[src/rtl/mem_wb_elastic.sv]
// rtl/mem_wb_elastic.sv - MEM/WB two-entry elastic stage with flush, x0 suppression and stall counter
module mem_wb_elastic #(
   parameter int DATA_W      = 64,
   parameter int RD_W        = 5,
   parameter int CNT_W       = 16,
   parameter int SUPPRESS_X0 = 1
) (
   input  logic              clk,
   input  logic              reset_n,
   input  logic              flush,
   input  logic              in_valid,
   output logic              in_ready,
   input  logic [RD_W-1:0]   in_rd,
   input  logic [DATA_W-1:0] in_alu,
   input  logic [DATA_W-1:0] in_rdata,
   input  logic              in_regwrite,
   input  logic              in_memtoreg,
   output logic              out_valid,
   input  logic              out_ready,
   output logic [RD_W-1:0]   out_rd,
   output logic [DATA_W-1:0] out_alu,
   output logic [DATA_W-1:0] out_rdata,
   output logic              out_regwrite,
   output logic              out_memtoreg,
   output logic [DATA_W-1:0] out_wb_data,
   output logic [1:0]        occupancy,
   output logic [CNT_W-1:0]  stall_cnt
);

   logic              h_valid, s_valid;
   logic [RD_W-1:0]   h_rd, s_rd;
   logic [DATA_W-1:0] h_alu, s_alu, h_rdata, s_rdata;
   logic              h_regwrite, s_regwrite, h_memtoreg, s_memtoreg;

   logic accept, pop, cap_regwrite;

   // in_ready depends only on the skid slot, so there is no out_ready -> in_ready path
   assign in_ready     = !s_valid;
   assign accept       = in_valid & in_ready;
   assign pop          = h_valid & out_ready;
   assign cap_regwrite = in_regwrite & ((SUPPRESS_X0 == 0) || (in_rd != '0));

   always_ff @(posedge clk or negedge reset_n) begin
      if (!reset_n) begin
         h_valid    <= 1'b0;
         h_rd       <= '0;
         h_alu      <= '0;
         h_rdata    <= '0;
         h_regwrite <= 1'b0;
         h_memtoreg <= 1'b0;
         s_valid    <= 1'b0;
         s_rd       <= '0;
         s_alu      <= '0;
         s_rdata    <= '0;
         s_regwrite <= 1'b0;
         s_memtoreg <= 1'b0;
      end else if (flush) begin
         h_valid    <= 1'b0;
         h_regwrite <= 1'b0;
         h_memtoreg <= 1'b0;
         s_valid    <= 1'b0;
         s_regwrite <= 1'b0;
         s_memtoreg <= 1'b0;
      end else if (s_valid) begin
         if (pop) begin
            h_rd       <= s_rd;
            h_alu      <= s_alu;
            h_rdata    <= s_rdata;
            h_regwrite <= s_regwrite;
            h_memtoreg <= s_memtoreg;
            s_valid    <= 1'b0;
         end
      end else if (h_valid && accept && !pop) begin
         s_valid    <= 1'b1;
         s_rd       <= in_rd;
         s_alu      <= in_alu;
         s_rdata    <= in_rdata;
         s_regwrite <= cap_regwrite;
         s_memtoreg <= in_memtoreg;
      end else if (accept) begin
         // EMPTY, or ONE with a simultaneous pop: the new beat becomes the head
         h_valid    <= 1'b1;
         h_rd       <= in_rd;
         h_alu      <= in_alu;
         h_rdata    <= in_rdata;
         h_regwrite <= cap_regwrite;
         h_memtoreg <= in_memtoreg;
      end else if (pop) begin
         h_valid <= 1'b0;
      end
   end

   always_ff @(posedge clk or negedge reset_n) begin
      if (!reset_n) begin
         stall_cnt <= '0;
      end else if (h_valid && !out_ready && (stall_cnt != {CNT_W{1'b1}})) begin
         stall_cnt <= stall_cnt + CNT_W'(1);
      end
   end

   assign out_valid    = h_valid;
   assign out_rd       = h_rd;
   assign out_alu      = h_alu;
   assign out_rdata    = h_rdata;
   assign out_regwrite = h_regwrite & h_valid;
   assign out_memtoreg = h_memtoreg;
   assign out_wb_data  = h_memtoreg ? h_rdata : h_alu;
   assign occupancy    = {1'b0, h_valid} + {1'b0, s_valid};

endmodule

[config.mk]
export PLATFORM = sky130hd
export DESIGN_NAME = mem_wb_elastic
export DESIGN_NICKNAME = d
export VERILOG_FILES = /design/src/rtl/mem_wb_elastic.sv
export SDC_FILE = /design/constraint.sdc
export NUM_CORES = 1
export LEC_CHECK = 0
export ABC_AREA = 1
export BUFFER_PORTS_ARGS = -buffer_cell sky130_fd_sc_hd__buf_2
export CAP_MARGIN = 20
export CORE_MARGIN = 5
export CORE_UTILIZATION = 50
export DETAILED_ROUTE_END_ITERATION = 6
export GPL_ROUTABILITY_DRIVEN = 1
export GPL_TIMING_DRIVEN = 0
export PLACE_DENSITY_LB_ADDON = 0.05
export SYNTH_ARGS = -nofsm -noshare
export SYNTH_HDL_FRONTEND = slang
export SYNTH_SLANG_ARGS = --single-unit
[constraint.sdc]
create_clock -name clk -period 1.9 [get_ports clk]
set_input_delay 0.095 -clock clk [delete_from_list [all_inputs] [get_ports clk]]
set_output_delay 0.095 -clock clk [all_outputs]
set_load 0.01 [all_outputs]
# Yosys cells after proc, flatten, opt, wreduce, memory -nomap -nowiden

Cells that the tools add are included.

Flip-flop bits (word level): 288
Bits in latches: 0
RAM bits: 0
Memory bits (read-only): 0
Input bits: 140
Output and inout port bits: 219
Word-level logic and storage cells: 83
Memories kept: 0

Add/sub/neg operators: 2
Multipliers: 0
Divide/modulo/power cells: 0
$lt $le $gt $ge: 0
Equality and inequality tests: 7
Shifts and indexed selects: 0
Muxes and demuxes: 38
Bitwise logic cells: 6
Reductions and logical operators: 17

Operators by type and width:

| cell                  | number |
|---|---|
| $mux 64               | 9 |
| $mux 1                | 25 |
| $mux 5                | 4 |
| $add 16x1->16 const B | 1 |
| $ne 16x16->1 const B  | 1 |
| $reduce_and 3->1      | 3 |
| $ne 2x2->1 const B    | 3 |
| $reduce_bool 3->1     | 2 |
| $reduce_bool 5->1     | 1 |
| $and 1x1->1           | 4 |
| $logic_and 1x1->1     | 4 |
| $reduce_and 4->1      | 1 |
| $reduce_bool 2->1     | 2 |
| $logic_not 1->1       | 3 |
| $ne 3x2->1 const B    | 1 |
| $ne 3x3->1 const B    | 1 |
| $add 1x1->2           | 1 |
| $ne 2x1->1 const B    | 1 |
| $not 1->1             | 2 |
| $reduce_and 2->1      | 1 |

# Depth between registers and ports, before layout

Gate-level depths: netlist of the first run.

Depth after elaboration: 7
Gate-level depth with buffers: 10
Gate-level depth less buffers: 9

# Worst setup path after synthesis of the first run

No wires, ideal clock.

Kind: register to register
Start: register h_valid (netlist: out_valid)
End: register h_rdata[41] (netlist: out_rdata[41])
Library setup time: 123 ps
Data arrival time: 1329 ps
Required time: 1777 ps
Setup slack: 448 ps
Cell stages (with the launch flop): 10
Path buffers: 2
Clock period less this slack: 1452 ps
Cells stage by stage: dfrtp_1 > inv_1 > nor2_4 > nand2_2 > nand2_4 > nor2_8 > buf_8 > buf_4 > nor2_1 > a21oi_2

Cells in the longest elaborated chain, start to end: 5
Elaborated cells on any way between the ends: 7
Those cells by class: eq/ne: 2; bitwise: 1; reduce/logical: 4

Ends and longest elaborated chain:

| item                         | RTL line | text |
|---|---|---|
| from (decl)                  | 30       | `logic h_valid, s_valid;` |
| from (signal assigned)       | 45       | `h_valid <= 1'b0;` |
| from (signal assigned)       | 58       | `h_valid <= 1'b0;` |
| from (signal assigned)       | 82       | `h_valid <= 1'b1;` |
| $and 1x1->1                  | 40       | `assign pop = h_valid & out_ready;` |
| $logic_not 1->1              | 73       | `end else if (h_valid && accept && !pop) begin` |
| $logic_and 1x1->1            | 73       |  |
| $ne 2x2->1 (no line)         | n/a      |  |
| $reduce_and 4->1 (no line) * | n/a      |  |
| to (signal assigned)         | 68       | `h_rdata <= s_rdata;` |
| to (signal assigned)         | 85       | `h_rdata <= in_rdata;` |
| to (decl)                    | 32       | `logic [DATA_W-1:0] h_alu, s_alu, h_rdata, s_rdata;` |

Mark *: on every way between the ends. The rest lies on a longest branch, timed or not.
A chain may end at the register's enable or synchronous reset.

# Final worst setup path of the first run

Start: register h_memtoreg (netlist: out_memtoreg)
End: output port out_wb_data[17]

Cells in the longest elaborated chain, start to end: 1

Ends and longest elaborated chain:

| item                   | RTL line | text |
|---|---|---|
| from (decl)            | 33       | `logic h_regwrite, s_regwrite, h_memtoreg, s_memtoreg;` |
| from (signal assigned) | 70       | `h_memtoreg <= s_memtoreg;` |
| from (signal assigned) | 87       | `h_memtoreg <= in_memtoreg;` |
| $mux 64                | 107      | `assign out_wb_data = h_memtoreg ? h_rdata : h_alu;` |
| to (decl)              | 25       | `output logic [DATA_W-1:0] out_wb_data,` |

No other way between the ends.

==> run summary, run 1 <==
GRT Resource Usage Total -> 0.281
PD cells -> 1030 nW/µm²
Comb power frac -> 0.232
Slew Limit Fails -> 0
Buffers & Inverters on Critical Path -> 3
VDD IR max -> 0.607 mV
Post-DP HPWL -> 30800 µm
Critical-path maximum fanout -> 10
Post-route ant nets -> 0
RSZ-0062 raised after global routing -> yes
Main flop type after synthesis -> dfrtp_1
Synthesized net count -> 1823
Share of the synthesized area in the top cell type -> 0.524
I/O pins -> 359
Max-cap violations -> 0
WL/cell -> 17.1 µm
Pin count of the biggest net entering global routing -> 89
Pwr Total -> 19.2 mW
Clk slew on worst S/H paths -> 60 ps
Grt peak-use layer -> met2
Placed Instances -> 2383
Count leader, synth -> nand2_1
Status -> complete, no violations
Hold Crit Class -> input pin to asynchronous set/reset pin
Avg Inst Size Synth -> 8.18 µm²
Dpl ws -> -138 ps
CTS tree -> built
Area leader, netlist -> dfrtp_1
Sequential share of the synthesized area -> 0.524
Core Region -> 27000 µm²
Top post-synthesis cells by count -> nand2_1, dfrtp_1, o21ai_0
Sequential Power Share -> 0.432
Worst path max stage delay -> 420 ps
Clock net sink count -> 288
Critical path cell sequence -> buf_12, clkbuf_2, nand2_1, o21ai_0, buf_2
Tmin final -> 1850 ps
Max-slew headroom -> 0.634
IO Port Bufs -> 358
H-tree depth -> 2
Router iterations before antenna repair -> 6
Critical path required time -> 1800 ps
Final Hold Fails -> 0
Post-Layout Cell Count -> 2586
Antenna violations before repair -> 3
Clk_skew -> 5.78 ps
WS Path Type -> flop to primary output
Share of layout cells above drive strength 1 -> 0.250
FF-to-FF End -> out_alu[24]$_DFFE_PN0P_
Crit path setup slack, layout -> 53.6 ps
Root Driver -> clkbuf_16
Clk_lat worst skew -> 500 ps
Worst EP arrival -> 1750 ps
Post-layout net count -> 2364
Global Route met1 Usage -> 0.374
Worst slew pin tran -> 549 ps
Vias per cell -> 5.15
Psw -> 5.88 mW
Worst reg-to-reg setup slack -> 100 ps
Clock power share -> 0.336
Synth-to-layout area growth -> 35.8%
Mapped Cells -> 1681
Synth area leaders -> dfrtp_1, nand2_1, o21ai_0, inv_1, o21a_1
Fin Setup TNS -> 0 ps
Yosys warning count -> 0
Die Wd -> 176 µm
DRC viols -> 0
Clk buf depth -> 3
Reg2reg start -> s_valid$_DFF_PN0_
Total Routed Length -> 44200 µm
Iteration-0 DRC Markers -> 1029
Die Footprint -> 30900 µm²
Register bit total from synthesis -> 288
CP Launch Type -> flop
Final setup fails -> 0
Mapped cell area -> 13700 µm²
Initial Util -> 0.509
Final period utilization -> 0.972
Total global routing overflow -> 0
Async SR Flop Fraction -> 1.00
Static leakage -> 9.34 nW
Die H -> 176 µm
Met2 Resource Use GR -> 0.466
Fill count -> 2193
Global-route wire length before repair -> 70500 µm
Fmax -> 542 MHz
Vias in the first global route -> 13600
Sw Share -> 0.307
Post-synth EDFFs -> 0
Vias -> 13300
Post-synth cell types -> 29
Final Wtd Congestion -> 0.816
GRT met3 Usage -> 0.0469
Int Power -> 13.3 mW
CP max stage cell -> dfrtp_2
CP Capture Type -> primary output
Worst R2R Path Depth -> 7
Std-Cell Rows -> 60
TritonCTS Buffers -> 34
Hold WS -> 145 ps
Crit-path leading delay family -> buffers and inverters
how the worst max path moves through the flow:
stage,startpoint,endpoint,slack (ps),cells after the start
after global placement,reset_n,out_rdata[12]$_DFFE_PN0P_,-4780,1
after floorplan,out_valid$_DFFE_PN0P_,out_rdata[41]$_DFFE_PN0P_,450,9
after detailed placement,out_memtoreg$_DFFE_PN0P_,out_wb_data[61],-140,6
final,out_memtoreg$_DFFE_PN0P_,out_wb_data[17],50,5
after global routing,out_memtoreg$_DFFE_PN0P_,out_wb_data[56],-10,6
after CTS,out_memtoreg$_DFFE_PN0P_,out_wb_data[11],3,3
power by group through the flow:
stage	Combinational [mW]	Clock (mW)	Sequential, mW
floorplan	2.13	0	8.47
global placement	4.08	0	8.31
detailed placement	4.21	0	8.34
CTS	4.46	6.51	8.27
global route	4.98	6.80	8.44
finish	4.46	6.43	8.28
cells in the final DEF (no fill, tap or decap), types with 9 or more instances in the layout:
cell type / instances
clkbuf_2: 13
clkbuf_1: 26
clkbuf_16: 37
o21ai_0: 281
buf_2: 396
o21ai_1: 57
o21a_1: 69
buf_6: 12
nand3_1: 17
a21oi_1: 23
dfrtp_1: 286
nor2_1: 89
clkbuf_8: 9
a21oi_2: 50
inv_1: 216
dlygate4sd3_1: 139
buf_4: 18
nand2_1: 459
metrics by stage:
step | util | area, µm²
CTS | 0.688 | 18600
global route | 0.691 | 18700
floorplan | - | 13700
finish | 0.691 | 18700
global placement | 0.591 | 16000
detailed placement | 0.594 | 16100
area by class of cell:
| class | count | area [µm²] | area share |
|---|---|---|---|
| sequential | 288 | 7210 | 0.386 |
| multi-input combinational | 1069 | 5130 | 0.275 |
| timing repair buffer | 505 | 3310 | 0.177 |
| clock buffer | 52 | 1060 | 0.0569 |
| inverter | 218 | 818 | 0.0438 |
| buffer | 106 | 666 | 0.0357 |
| tap | 341 | 427 | 0.0229 |
| clock inverter | 2 | 35.0 | 0.00188 |
| antenna | 5 | 12.5 | 0.000670 |
cell families (layout without fill, tap and decap cells):
kind of cell | after synthesis | count (layout) | synth area share
flip-flops | 288 | 288 | 0.524
other | 0 | 5 | 0
AND/OR/NAND/NOR | 576 | 576 | 0.163
buffers and inverters | 324 | 883 | 0.103
XOR/XNOR | 8 | 8 | 0.00510
adder cells (fa/ha/maj) | 2 | 2 | 0.00182
AO/OA/AOI/OAI | 483 | 483 | 0.203
layer usage:
layer / part of all wire / vias up
li1: - / 6390
met1: 0.43 / 6285
met2: 0.47 / 528
met3: 0.063 / 111
met4: 0.034 / 0
met5: 0 / -
registers in the layout, summed over array words and instances, names as in the netlist, 5 cells and up:
| name | cells |
|---|---|
| stall_cnt | 16 |
| s_rdata | 64 |
| s_alu | 64 |
| out_rdata | 64 |
| s_rd | 5 |
| out_alu | 64 |
| out_rd | 5 |
timing repair:
action                                 CTS  global route
setup endpoints to repair              237           222
endpoints found under the hold margin  289             0
resized for setup                       27            15
hold buffers                           139             0
pin swaps                                0             1
buffers inserted                         0             5
No activity file was read; power rests on OpenSTA's default activity.
==> run 2: changes to the inputs <==
Settings changed: CORE_UTILIZATION 50 to 53, CTS_BUF_LIST from default to sky130_fd_sc_hd__clkbuf_16.
==> run summary, run 2 (same netlist as run 1, synthesis figures left out) <==
Status -> complete, no violations
Tmin final -> 1860 ps (+9.51 ps)
Synth-to-layout area growth -> 35.0%
Hold Crit Class -> input pin to asynchronous set/reset pin
Fmax -> 539 MHz (-0.51%)
WS Path Type -> flop to primary output
Max-cap violations -> 0 (unchanged)
Vias -> 13300 (-0.30%)
Psw -> 5.89 mW (+0.18%)
Critical-path maximum fanout -> 10 (unchanged)
Total global routing overflow -> 0 (unchanged)
CP Launch Type -> flop
Post-layout net count -> 2359 (-0.21%)
Clk buf depth -> 3 (unchanged)
Most common cell after layout, fill and taps aside -> nand2_1
FF+latch area -> 7210 µm² (about the same)
Share of layout cells above drive strength 1 -> 0.249 (-0.00134)
VDD IR max -> 0.756 mV (+25%)
Clock power share -> 0.324 (-0.012)
Std-Cell Rows -> 59 (-1.7%)
Placed standard-cell area -> 16000 µm² (-0.22%)
CP max stage cell -> dfrtp_2
CP Capture Type -> primary output
Root Driver -> clkbuf_16
Post-Layout Cell Count -> 2578 (-0.31%)
PD cells -> 1020 nW/µm² (-1.0%)
Vias in the first global route -> 13300 (-2.1%)
Clk_skew -> 12.7 ps (+6.92 ps)
Pwr Total -> 18.9 mW (-1.6%)
GRT Resource Usage Total -> 0.292 (+0.0112)
Die Wd -> 171 µm (-2.7%)
Sequential Power Share -> 0.438 (+0.006)
Critical path cell sequence -> buf_12, clkbuf_2, o21ai_0, buf_2
Clk_lat worst skew -> 550 ps (+50 ps)
Antenna violations before repair -> 3 (unchanged)
Total Routed Length -> 43600 µm (-1.2%)
IO Port Bufs -> 358 (unchanged)
H-tree depth -> 1 (-1)
Area of the multi-input gates -> 5130 µm² (about the same)
Post-layout instance area -> 18600 µm² (-0.59%)
Static leakage -> 9.33 nW (-0.17%)
Worst EP arrival -> 1760 ps (about the same)
RSZ-0062 raised after global routing -> yes
Comb power frac -> 0.238 (+0.006)
Max-slew headroom -> 0.572 (-0.0619)
Clk slew on worst S/H paths -> 60 ps (about the same)
Dpl ws -> -130 ps (+7.79 ps)
Crit path setup slack, layout -> 44.1 ps (-9.51 ps)
Global-route wire length before repair -> 68800 µm (-2.4%)
Die H -> 171 µm (-2.7%)
Crit-path leading delay family -> buffers and inverters
TritonCTS Buffers -> 31 (-8.8%)
Most frequent cells in the layout -> nand2_1, buf_2, dfrtp_1
Final Hold Fails -> 0 (unchanged)
Worst path max stage delay -> 440 ps (+20 ps)
Fill count -> 2040 (-7.0%)
Final period utilization -> 0.977 (+0.00500)
Int Power -> 13.0 mW (-2.4%)
Post-DP HPWL -> 30100 µm (-2.4%)
Final Wtd Congestion -> 0.845 (+3.6%)
Final setup fails -> 0 (unchanged)
Core Region -> 25800 µm² (-4.7%)
Post-route ant nets -> 0 (unchanged)
Buffers & Inverters on Critical Path -> 3 (unchanged)
Slew Limit Fails -> 0 (unchanged)
Pin count of the biggest net entering global routing -> 123 (+38%)
Worst slew pin tran -> 641 ps (+92.8 ps)
Die Footprint -> 29300 µm² (-5.3%)
WL/cell -> 16.9 µm (-0.92%)
Initial Util -> 0.533 (+0.0249)
Router iterations before antenna repair -> 6 (unchanged)
Critical path required time -> 1800 ps (about the same)
Sw Share -> 0.312 (+0.00548)
Vias per cell -> 5.15 (about the same)
Iteration-0 DRC Markers -> 1137 (+10%)
DRC viols -> 0 (unchanged)
Clock net sink count -> 288 (unchanged)
Placed Instances -> 2376 (-0.29%)
I/O pins -> 359 (unchanged)
CTS tree -> built
[run 2: changes by cell type in the layout (fill, tap and decap cells not counted), sizes merged]
| cell | previous run | this run |
|---|---|---|
| buf | 432 | 437 |
| bufinv | 1 | 5 |
| clkbuf | 92 | 64 |
| clkinv | 1 | 12 |
| clkinvlp | 0 | 1 |
| diode | 5 | 3 |
| inv | 218 | 225 |
[run 2: timing repair]
action	CTS	global route
setup endpoints to repair	66	162
hold buffers	139	0
resized for setup	24	39
hold endpoints to repair	554	0
setup buffers	1	3
pin swaps	0	1
[run 2: power groups by stage]
stage	logic (mW)	clock network (mW)	registers [mW]
6_report	4.49	6.11	8.26
5_1_grt	5.02	6.45	8.43
4_1_cts	4.46	6.19	8.24
3_5_place_dp	4.19	0	8.32
3_3_place_gp	4.07	0	8.30
2_1_floorplan	2.13	0	8.47
[run 2: metrics by stage]
| stage | hold slack [ps] | util | TNS, ps |
|---|---|---|---|
| detailed placement | 34.0 | 0.622 | -1040 |
| CTS | 43.5 | 0.718 | -11.0 |
| global route | 66.1 | 0.720 | -3.98 |
| finish | 39.2 | 0.720 | 0 |
| global placement | 325 | 0.619 | -1352180 |
| floorplan | -201 | - | 0 |
[run 2: cell type report]
class,instances,share of cell area
timing repair buffer,503,0.177
antenna,3,0.000404
buffer,106,0.0357
clock buffer,31,0.0418
clock inverter,25,0.0133
inverter,218,0.0441
multi-input combinational,1069,0.276
tap,335,0.0226
sequential,288,0.388
[run 2: final timing paths]
| kind | start | to | slack [ps] | cells after the start |
|---|---|---|---|---|
| worst max-delay path | out_memtoreg$_DFFE_PN0P_ | out_wb_data[55] | 40 | 4 |
| worst min-delay path | reset_n | out_alu[47]$_DFFE_PN0P_ | 40 | 2 |
| worst max register to register | s_valid$_DFF_PN0_ | out_alu[30]$_DFFE_PN0P_ | 130 | 7 |
| worst min register to register | s_rdata[35]$_DFFE_PN0P_ | s_rdata[35]$_DFFE_PN0P_ | 490 | 2 |
| max in group asynchronous | reset_n | out_memtoreg$_DFFE_PN0P_ | 880 | 3 |
| min in group clk | in_alu[52] | s_alu[52]$_DFFE_PN0P_ | 370 | 4 |
[run 2: worst reg2reg max path: cells and delay by family (launching register included)]
| kind | cells | cell delay [ps] |
|---|---|---|
| buf+inv | 3 | 730 |
| compound gates | 2 | 210 |
| flops | 1 | 410 |
| simple gates | 2 | 300 |
[run 2: per-layer routing]
| metal | track usage | part of all wire | routed length, µm | vias up |
|---|---|---|---|---|
| met2 | 0.488 | 0.48 | 20700 | 498 |
| met3 | 0.0430 | 0.066 | 2870 | 97 |
| met5 | 0 | 0 | 0 | - |
| met1 | 0.395 | 0.42 | 18400 | 6307 |
| li1 | - | - | - | 6372 |
| met4 | 0.0996 | 0.037 | 1600 | 0 |
==> run 3: changes to the inputs <==
Settings changed: CELL_PAD_IN_SITES_DETAIL_PLACEMENT from default to 1, CELL_PAD_IN_SITES_GLOBAL_PLACEMENT from default to 2, CORE_UTILIZATION 53 to 30.
==> run summary, run 3 (same netlist as run 1, synthesis figures left out) <==
Total Routed Length -> 53700 µm (+23%)
WL/cell -> 18.8 µm (+11%)
I/O pins -> 359 (unchanged)
Clk_lat worst skew -> 540 ps (about the same)
Pin count of the biggest net entering global routing -> 82 (-33%)
Global-route wire length before repair -> 83200 µm (+21%)
CTS tree -> built
Placed standard-cell area -> 16400 µm² (+2.2%)
Worst slew pin tran -> 541 ps (-101 ps)
Critical path required time -> 1800 ps (about the same)
Vias in the first global route -> 14100 (+6.3%)
Core Region -> 45400 µm² (+76%)
Clock net sink count -> 288 (unchanged)
Iteration-0 DRC Markers -> 655 (-42%)
Router iterations before antenna repair -> 4 (-2)
Worst EP arrival -> 1740 ps (-20 ps)
CP max stage cell -> dfrtp_2
Slew Limit Fails -> 0 (unchanged)
Fmax -> 545 MHz (+1.1%)
Initial Util -> 0.303 (-0.231)
CP Capture Type -> primary output
Clk_skew -> 23.1 ps (+10.4 ps)
Tmin final -> 1840 ps (-20.6 ps)
Post-Layout Cell Count -> 2853 (+11%)
Die Footprint -> 50200 µm² (+72%)
Post-layout instance area -> 19100 µm² (+3.0%)
Clk slew on worst S/H paths -> 60 ps (about the same)
Max-slew headroom -> 0.640 (+0.0672)
Dpl ws -> -430 ps (-299 ps)
Final Wtd Congestion -> 0.766 (-9.4%)
Final Hold Fails -> 0 (unchanged)
Root Driver -> clkbuf_16
Post-layout net count -> 2365 (+0.25%)
GRT Resource Usage Total -> 0.209 (-0.0831)
Most frequent cells in the layout -> nand2_1, buf_2, dfrtp_1
H-tree depth -> 2 (+1)
IO Port Bufs -> 358 (unchanged)
Share of layout cells above drive strength 1 -> 0.252 (+0.00334)
Die H -> 224 µm (+31%)
RSZ-0062 raised after global routing -> yes
WS Path Type -> flop to primary output
Static leakage -> 9.42 nW (+0.95%)
Critical-path maximum fanout -> 10 (unchanged)
Post-DP HPWL -> 38600 µm (+28%)
Most common cell on crit path -> buf_12
Synth-to-layout area growth -> 39.0%
Worst path max stage delay -> 420 ps (-20 ps)
Crit path setup slack, layout -> 64.7 ps (+20.6 ps)
Fin Setup TNS -> 0 ps (unchanged)
Max-cap violations -> 0 (unchanged)
Post-route ant nets -> 0 (unchanged)
Final period utilization -> 0.966 (-0.0108)
DRC viols -> 0 (unchanged)
Clk buf depth -> 3 (unchanged)
Std-Cell Rows -> 78 (+32%)
Vias -> 13200 (-0.44%)
Vias per cell -> 4.63 (-10%)
Die Wd -> 224 µm (+31%)
PD cells -> 1040 nW/µm² (+1.8%)
Final setup fails -> 0 (unchanged)
TritonCTS Buffers -> 37 (+19%)
Status -> complete, no violations
Total global routing overflow -> 0 (unchanged)
CP Launch Type -> flop
Antenna violations before repair -> 5 (+2)
VDD IR max -> 0.544 mV (-28%)
Critical path cell sequence -> buf_12, clkbuf_16, buf_12, nand2_1, o21ai_1, buf_2
Placed Instances -> 2642 (+11%)
Most common cell after layout, fill and taps aside -> nand2_1
Hold Crit Class -> input pin to asynchronous set/reset pin
-- run 3: critical path: cells and delay by family, from the launching register on --
kind            cells  cell delay [ps]
compound gates      1               70
buf+inv             4              640
flops               1              420
simple gates        1               60
-- run 3: stage by stage --
stage / hold WS (ps) / util / power [mW]
after floorplan: -201 / - / 10.6
after global placement: 341 / 0.359 / 12.6
after detailed placement: 53.8 / 0.361 / 12.7
after CTS: 69.2 / 0.420 / 20.1
after global routing: 100 / 0.421 / 21.0
final: 72.4 / 0.421 / 19.8
-- run 3: worst paths after layout --
| path | startpoint | to | depth (start not counted) | slack, ps |
|---|---|---|---|---|
| setup reg to reg | s_valid$_DFF_PN0_ | out_alu[39]$_DFFE_PN0P_ | 7 | 130 |
| hold / removal | reset_n | out_alu[44]$_DFFE_PN0P_ | 2 | 70 |
| min in group clk | in_alu[45] | s_alu[45]$_DFFE_PN0P_ | 4 | 370 |
| hold reg to reg | s_rdata[8]$_DFFE_PN0P_ | s_rdata[8]$_DFFE_PN0P_ | 2 | 480 |
| max in group asynchronous | reset_n | out_alu[9]$_DFFE_PN0P_ | 4 | 600 |
| setup / recovery | out_memtoreg$_DFFE_PN0P_ | out_wb_data[61] | 6 | 60 |
-- run 3: cell type report --
class	instances	area (µm²)
Antenna cell	3	7.51
Buffer	105	708
Clock buffer	39	976
Clock inverter	27	195
Fill cell	5541	26300
Inverter	218	818
Multi-Input combinational cell	1069	5140
Sequential cell	288	7210
Tap cell	600	751
Timing Repair Buffer	504	3310
-- run 3: power by group --
part           internal, mW  switching, mW  total (mW)
Sequential             7.43          0.872        8.30
Clock                  4.10           2.80        6.90
Combinational          1.94           2.64        4.58
-- run 3: layer usage --
layer / wire length [µm] / up-vias / GRT usage
met5: 27 / - / 0
met1: 24400 / 6482 / 0.282
li1: - / 6403 / -
met3: 2320 / 71 / 0.0364
met4: 1120 / 4 / 0.0526
met2: 25800 / 256 / 0.351
-- run 3: repair_timing --
| action | CTS | global route |
|---|---|---|
| hold endpoints to repair | 465 | 0 |
| pin swaps | 1 | 0 |
| setup endpoints to repair | 259 | 208 |
| hold buffers | 139 | 0 |
| gates resized for setup | 43 | 35 |
| buffers inserted | 4 | 0 |
